## config.mk

```make
export PLATFORM = sky130hd
export DESIGN_NAME = grid_loader_flat
export DESIGN_NICKNAME = d
export VERILOG_FILES = /design/src/rtl/grid_loader_if.sv /design/src/rtl/grid_loader.sv /design/src/flat_wrapper.sv
export SDC_FILE = /design/constraint.sdc
export NUM_CORES = 1
export LEC_CHECK = 0
export ABC_AREA = 0
export BUFFER_PORTS_ARGS = -buffer_cell sky130_fd_sc_hd__buf_4
export CORE_MARGIN = 2
export CORE_UTILIZATION = 58
export DETAILED_ROUTE_END_ITERATION = 16
export GPL_ROUTABILITY_DRIVEN = 1
export PLACE_DENSITY = 0.85
export SETUP_SLACK_MARGIN = 0.5
export SLEW_MARGIN = 20
export SYNTH_ARGS = -nofsm -noshare
export SYNTH_HDL_FRONTEND = slang
export SYNTH_SLANG_ARGS = --single-unit
```

## constraint.sdc

```tcl
create_clock -name clk -period 7.29 [get_ports clk]
set_input_delay 0.729 -clock clk [delete_from_list [all_inputs] [get_ports clk]]
set_output_delay 0.729 -clock clk [all_outputs]
set_load 0.005 [all_outputs]
```

## src/rtl/grid_loader_if.sv

```systemverilog
// ============================================================================
// grid_loader_if : row handshake and seed hand-off bundle for grid_loader
// Revision 1.0
// ============================================================================
`default_nettype none

interface grid_loader_if #(
  parameter int ROWS = 8,
  parameter int COLS = 8
);
  localparam int IDX_W = $clog2(ROWS) + 1;
  localparam int CNT_W = $clog2(ROWS * COLS) + 1;

  logic                   row_valid;
  logic [COLS-1:0]        row_data;
  logic                   row_ready;
  logic                   clear;
  logic [ROWS*COLS-1:0]   seed;
  logic                   seed_valid;
  logic                   seed_ack;
  logic [IDX_W-1:0]       row_idx;
  logic [CNT_W-1:0]       live_count;

  // The master is the row source and seed consumer; the loader is the slave.
  modport master (
    output row_valid, row_data, clear, seed_ack,
    input  row_ready, seed, seed_valid, row_idx, live_count
  );

  modport slave (
    input  row_valid, row_data, clear, seed_ack,
    output row_ready, seed, seed_valid, row_idx, live_count
  );
endinterface

`default_nettype wire

```

## src/rtl/grid_loader.sv

```systemverilog
// ============================================================================
// grid_loader : assembles ROWS row words into one seed, holds it until acked
// Revision 1.0
// ============================================================================
`default_nettype none

module grid_loader #(
  parameter int ROWS = 8,
  parameter int COLS = 8
) (
  input  wire          clk,
  input  wire          reset,
  grid_loader_if.slave bus
);
  localparam int IDX_W = $clog2(ROWS) + 1;
  localparam int CNT_W = $clog2(ROWS * COLS) + 1;

  typedef enum logic [0:0] {
    FILL = 1'b0,
    HOLD = 1'b1
  } state_t;

  state_t               state_q, state_d;
  logic [ROWS*COLS-1:0] seed_q, seed_d;
  logic                 seed_valid_q, seed_valid_d;
  logic                 row_ready_q, row_ready_d;
  logic [IDX_W-1:0]     row_idx_q, row_idx_d;
  logic [CNT_W-1:0]     live_count_q, live_count_d;
  logic                 transfer;

  function automatic logic [CNT_W-1:0] popcount(input logic [COLS-1:0] v);
    logic [CNT_W-1:0] n;
    n = '0;
    for (int c = 0; c < COLS; c++) begin
      n = n + CNT_W'(v[c]);
    end
    return n;
  endfunction

  always_comb begin
    state_d      = state_q;
    seed_d       = seed_q;
    seed_valid_d = seed_valid_q;
    row_ready_d  = row_ready_q;
    row_idx_d    = row_idx_q;
    live_count_d = live_count_q;
    // row_ready_q is low in HOLD and in the first cycle out of reset.
    transfer     = (state_q == FILL) && bus.row_valid && row_ready_q;

    if (bus.clear) begin
      state_d      = FILL;
      seed_d       = '0;
      seed_valid_d = 1'b0;
      row_ready_d  = 1'b1;
      row_idx_d    = '0;
      live_count_d = '0;
    end else begin
      case (state_q)
        FILL: begin
          row_ready_d  = 1'b1;
          seed_valid_d = 1'b0;
          if (transfer) begin
            for (int r = 0; r < ROWS; r++) begin
              if (row_idx_q == IDX_W'(r)) begin
                seed_d[r*COLS +: COLS] = bus.row_data;
              end
            end
            row_idx_d    = row_idx_q + IDX_W'(1);
            live_count_d = live_count_q + popcount(bus.row_data);
            // Closing on the last row keeps a source with row_valid stuck high from over-filling.
            if (row_idx_q == IDX_W'(ROWS - 1)) begin
              state_d      = HOLD;
              row_ready_d  = 1'b0;
              seed_valid_d = 1'b1;
            end
          end
        end
        HOLD: begin
          row_ready_d = 1'b0;
          if (bus.seed_ack) begin
            state_d      = FILL;
            seed_valid_d = 1'b0;
            row_ready_d  = 1'b1;
            row_idx_d    = '0;
            live_count_d = '0;
          end
        end
        default: begin
          state_d = FILL;
        end
      endcase
    end
  end

  always_ff @(posedge clk or negedge reset) begin
    if (!reset) begin
      state_q      <= FILL;
      seed_q       <= '0;
      seed_valid_q <= 1'b0;
      row_ready_q  <= 1'b0;
      row_idx_q    <= '0;
      live_count_q <= '0;
    end else begin
      state_q      <= state_d;
      seed_q       <= seed_d;
      seed_valid_q <= seed_valid_d;
      row_ready_q  <= row_ready_d;
      row_idx_q    <= row_idx_d;
      live_count_q <= live_count_d;
    end
  end

  assign bus.seed       = seed_q;
  assign bus.seed_valid = seed_valid_q;
  assign bus.row_ready  = row_ready_q;
  assign bus.row_idx    = row_idx_q;
  assign bus.live_count = live_count_q;
endmodule

`default_nettype wire

```

## src/flat_wrapper.sv

```systemverilog
// flat-port wrapper written by rule: the top's interface ports become plain ports
module grid_loader_flat 
#(
  parameter int ROWS = 8,
  parameter int COLS = 8
)
  (clk, reset, bus_row_valid, bus_row_data, bus_clear, bus_seed_ack, bus_row_ready, bus_seed, bus_seed_valid, bus_row_idx, bus_live_count);
  grid_loader_if #(.ROWS(ROWS), .COLS(COLS)) bus_i ();
  input  wire clk;
  input  wire reset;
  input wire logic [$bits(bus_i.row_valid)-1:0] bus_row_valid;
  input wire logic [$bits(bus_i.row_data)-1:0] bus_row_data;
  input wire logic [$bits(bus_i.clear)-1:0] bus_clear;
  input wire logic [$bits(bus_i.seed_ack)-1:0] bus_seed_ack;
  output wire logic [$bits(bus_i.row_ready)-1:0] bus_row_ready;
  output wire logic [$bits(bus_i.seed)-1:0] bus_seed;
  output wire logic [$bits(bus_i.seed_valid)-1:0] bus_seed_valid;
  output wire logic [$bits(bus_i.row_idx)-1:0] bus_row_idx;
  output wire logic [$bits(bus_i.live_count)-1:0] bus_live_count;
  assign bus_i.row_valid = bus_row_valid;
  assign bus_i.row_data = bus_row_data;
  assign bus_i.clear = bus_clear;
  assign bus_i.seed_ack = bus_seed_ack;
  assign bus_row_ready = bus_i.row_ready;
  assign bus_seed = bus_i.seed;
  assign bus_seed_valid = bus_i.seed_valid;
  assign bus_row_idx = bus_i.row_idx;
  assign bus_live_count = bus_i.live_count;
  grid_loader #(.ROWS(ROWS), .COLS(COLS)) u_core (.clk(clk), .reset(reset), .bus(bus_i));
endmodule
```

==> qor.csv <==
stage;metric;value;unit
timing;finalHoldViolCount;0;
synth;seq_area_frac_synth;0.521;
route;first_pass_iters;4;
place;gp_congestion;0.918;
final_layout;seq_area;0.00195;mm^2
timing;setup_viol;0;
critical_path;crit_fanout;9;
place;placed_cell_area;0.00436;mm^2
route;dr.first_iter.drc_count;179;
place;place_inst;471;
final_layout;fillCellCount;454;
timing;rsz0062_at_grt;false;
global_route;grt_pass1_wl;14.2;mm
timing;skew;0.00914;ns
clocking;cts_buffer_depth;2;
timing;fmax;271;MHz
place;port_buffers;89;
critical_path;cp-start-kind;input pin;
timing;fin_ws;3.60;ns
critical_path;startpoint;bus_row_data[0];
clocking;clk_pin_slew;0.07;ns
global_route;grt_pass1_vias;2682;
synth;netlist_instances;328;
route;wire_per_inst;17.6;um
route;drc;0;
route;via_per_inst;5.53;
synth;netlist_area;0.00374;mm^2
timing;fin_crit;3.69;ns
clocking;ctsResizeCount;0;
clocking;tritoncts;yes;
critical_path;worst_r2r_startpoint;u_core.bus.live_count[1];
min_path;min_path_type;in2async;
final_layout;areaGrowthSynthToFinish;22.3;%
route;num_vias;2693;
power;leakage;2.50;nW
global_route;grt_overflow_total;0;
critical_path;worstPathRequired;7.55;ns
floorplanning;initial_utilization;0.593;
synth;syn_area_per_cell;11.4;um^2
critical_path;arrival;3.95;ns
timing;max_slew.worst_pin.slew;0.967;ns
clocking;h-tree-depth;3;
final_layout;fin_cells;487;
critical_path;cp-end-kind;flop;
run_status;status;completed;
place;dp_slack;3.26;ns
clocking;post_cts_buffers;0;
timing;slew_viol_final;0;
synth;synth_nets;361;
floorplanning;placementRows;29;
clocking;postCtsHoldBufs;0;
floorplanning;core_area;0.00631;mm^2
final_layout;drive_above_1_share;0.263;
global_route;grt_max_degree;79;
synth;ys_warn_count;0;
route;antenna_left;0;
final_layout;layout_commonest_cell;buf_4;
power;vdd_drop_max;0.150;mV
global_route;track_usage;0.256;
route;routed_wl;8.56;mm
final_layout;multiInputGateArea;0.00157;mm^2
timing;finalSetupTns;0;ns
power;powerDensity;227;mW/mm^2
floorplanning;die_y;84.4;um
timing;post-route-period-util;0.507;
clocking;root_buffer;clkbuf_8;
floorplanning;die_width;84.4;um
final_layout;nNetsFinal;438;
clocking;cts_buffers;9;
synth;synth_cell_type_count;38;
final_layout;layout_common_cells;buf_4, dfrtp_1, nor2_1, mux2i_1, inv_1;
timing;holdWs;0.520;ns
floorplanning;io_pins;90;
critical_path;path_class;in2reg;
synth;ys_seq_elements;78;
global_route;antenna_found_initial;0;
final_layout;diodes;0;
flow_run;drv_cap;0;
final_layout;final_area;0.00458;mm^2
clocking;worstSkewPairLatency;0.35;ns
floorplanning;design.die.area;0.00712;mm^2
clocking;clock_sinks;78;
final_layout;final_util;0.726;
timing;max-slew-margin-rel;0.355;
power;power;1.04;mW
place;hpwlAfterDp;5.90;mm
-- critical path, stage by stage --
cell,delay [ns]
buf_4,0.15
ha_1,0.29
inv_1,0.07
fa_1,0.42
fa_1,0.51
fa_1,0.41
inv_1,0.07
ha_1,0.16
inv_1,0.06
fa_1,0.39
nor2b_1,0.18
o2111ai_1,0.15
a211o_1,0.29
o21ai_0,0.08
-- report_power, final --
part | leakage [nW] | switching [mW] | internal [mW]
Clock | 0.110 | 0.160 | 0.203
Combinational | 1.32 | 0.115 | 0.0955
Sequential | 1.07 | 0.0168 | 0.450
-- layout make-up --
type,instances,share of cell area
clock buffers,11,0.0309
clock inverters,5,0.0178
inverters,19,0.0156
multi-input cells,208,0.343
flip-flops and latches,78,0.426
well taps,77,0.0210
repair buffers,89,0.146
-- final timing paths --
kind | end | slack, ns | depth (start not counted)
setup / recovery | u_core.bus.live_count[6] | 3.60 | 14
hold / removal | u_core.bus.seed[51] | 0.52 | 1
setup reg to reg | u_core.bus.live_count[6] | 4.60 | 9
hold reg to reg | u_core.bus.seed[55] | 0.52 | 2
max in group asynchronous | u_core.bus.seed[46] | 6.14 | 1
min in group clk | u_core.bus.seed[55] | 0.52 | 2
-- cell usage after synthesis --
| cell | count | area share |
|---|---|---|
| and4bb_1 | 1 | 0.0033 |
| o21a_1 | 2 | 0.0040 |
| nand2b_1 | 1 | 0.0017 |
| ha_1 | 16 | 0.053 |
| a31oi_1 | 3 | 0.0050 |
| nand4_1 | 1 | 0.0017 |
| xnor2_1 | 1 | 0.0023 |
| nor2b_1 | 2 | 0.0033 |
| clkbuf_1 | 7 | 0.0070 |
| nor2_1 | 69 | 0.069 |
| fa_1 | 4 | 0.021 |
| nand3_1 | 1 | 0.0013 |
| buf_2 | 1 | 0.0013 |
| buf_6 | 2 | 0.0060 |
| and3b_1 | 1 | 0.0023 |
| a32o_1 | 1 | 0.0027 |
| nand3_2 | 3 | 0.0080 |
| inv_1 | 19 | 0.019 |
| o21ai_0 | 6 | 0.0080 |
| buf_4 | 13 | 0.026 |
| nand4b_1 | 1 | 0.0023 |
| mux2i_1 | 67 | 0.18 |
| xor2_1 | 2 | 0.0047 |
| or3_4 | 1 | 0.0030 |
| o211ai_1 | 1 | 0.0020 |
| nand3b_1 | 1 | 0.0020 |
| and3_1 | 3 | 0.0050 |
| nor3_1 | 1 | 0.0013 |
| a21o_1 | 3 | 0.0060 |
| o31ai_1 | 1 | 0.0020 |
| o2111a_1 | 1 | 0.0030 |
| a21oi_1 | 4 | 0.0053 |
| dfrtp_1 | 78 | 0.52 |
| o2111ai_1 | 1 | 0.0023 |
| nand2_1 | 5 | 0.0050 |
| a211o_1 | 2 | 0.0047 |
| o21bai_1 | 1 | 0.0020 |
| or3_1 | 1 | 0.0017 |
-- cell families (layout without fill, tap and decap cells) --
kind of cell | Yosys count | in the layout | synth area share
compound gates | 26 | 26 | 0.0471
simple gates | 92 | 92 | 0.111
mux | 67 | 67 | 0.179
buf+inv | 42 | 124 | 0.0595
fa+ha+maj | 20 | 20 | 0.0748
xor+xnor | 3 | 3 | 0.00702
flops | 78 | 78 | 0.521
-- registers in the layout, indices dropped and copies added, names as in the netlist --
register / cells
u_core.bus.seed: 64
u_core.bus.row_ready: 1
u_core.state_q: 1
u_core.bus.seed_valid: 1
u_core.bus.row_idx: 4
u_core.bus.live_count: 7
-- routing by layer --
metal	vias up	share of wire	global-route usage
met4	0	0.017	0.0967
met1	1345	0.43	0.368
met5	-	0	0
met2	80	0.49	0.387
li1	1254	-	-
met3	14	0.060	0.0560
Note: power is estimated with default switching activity, not from simulation.
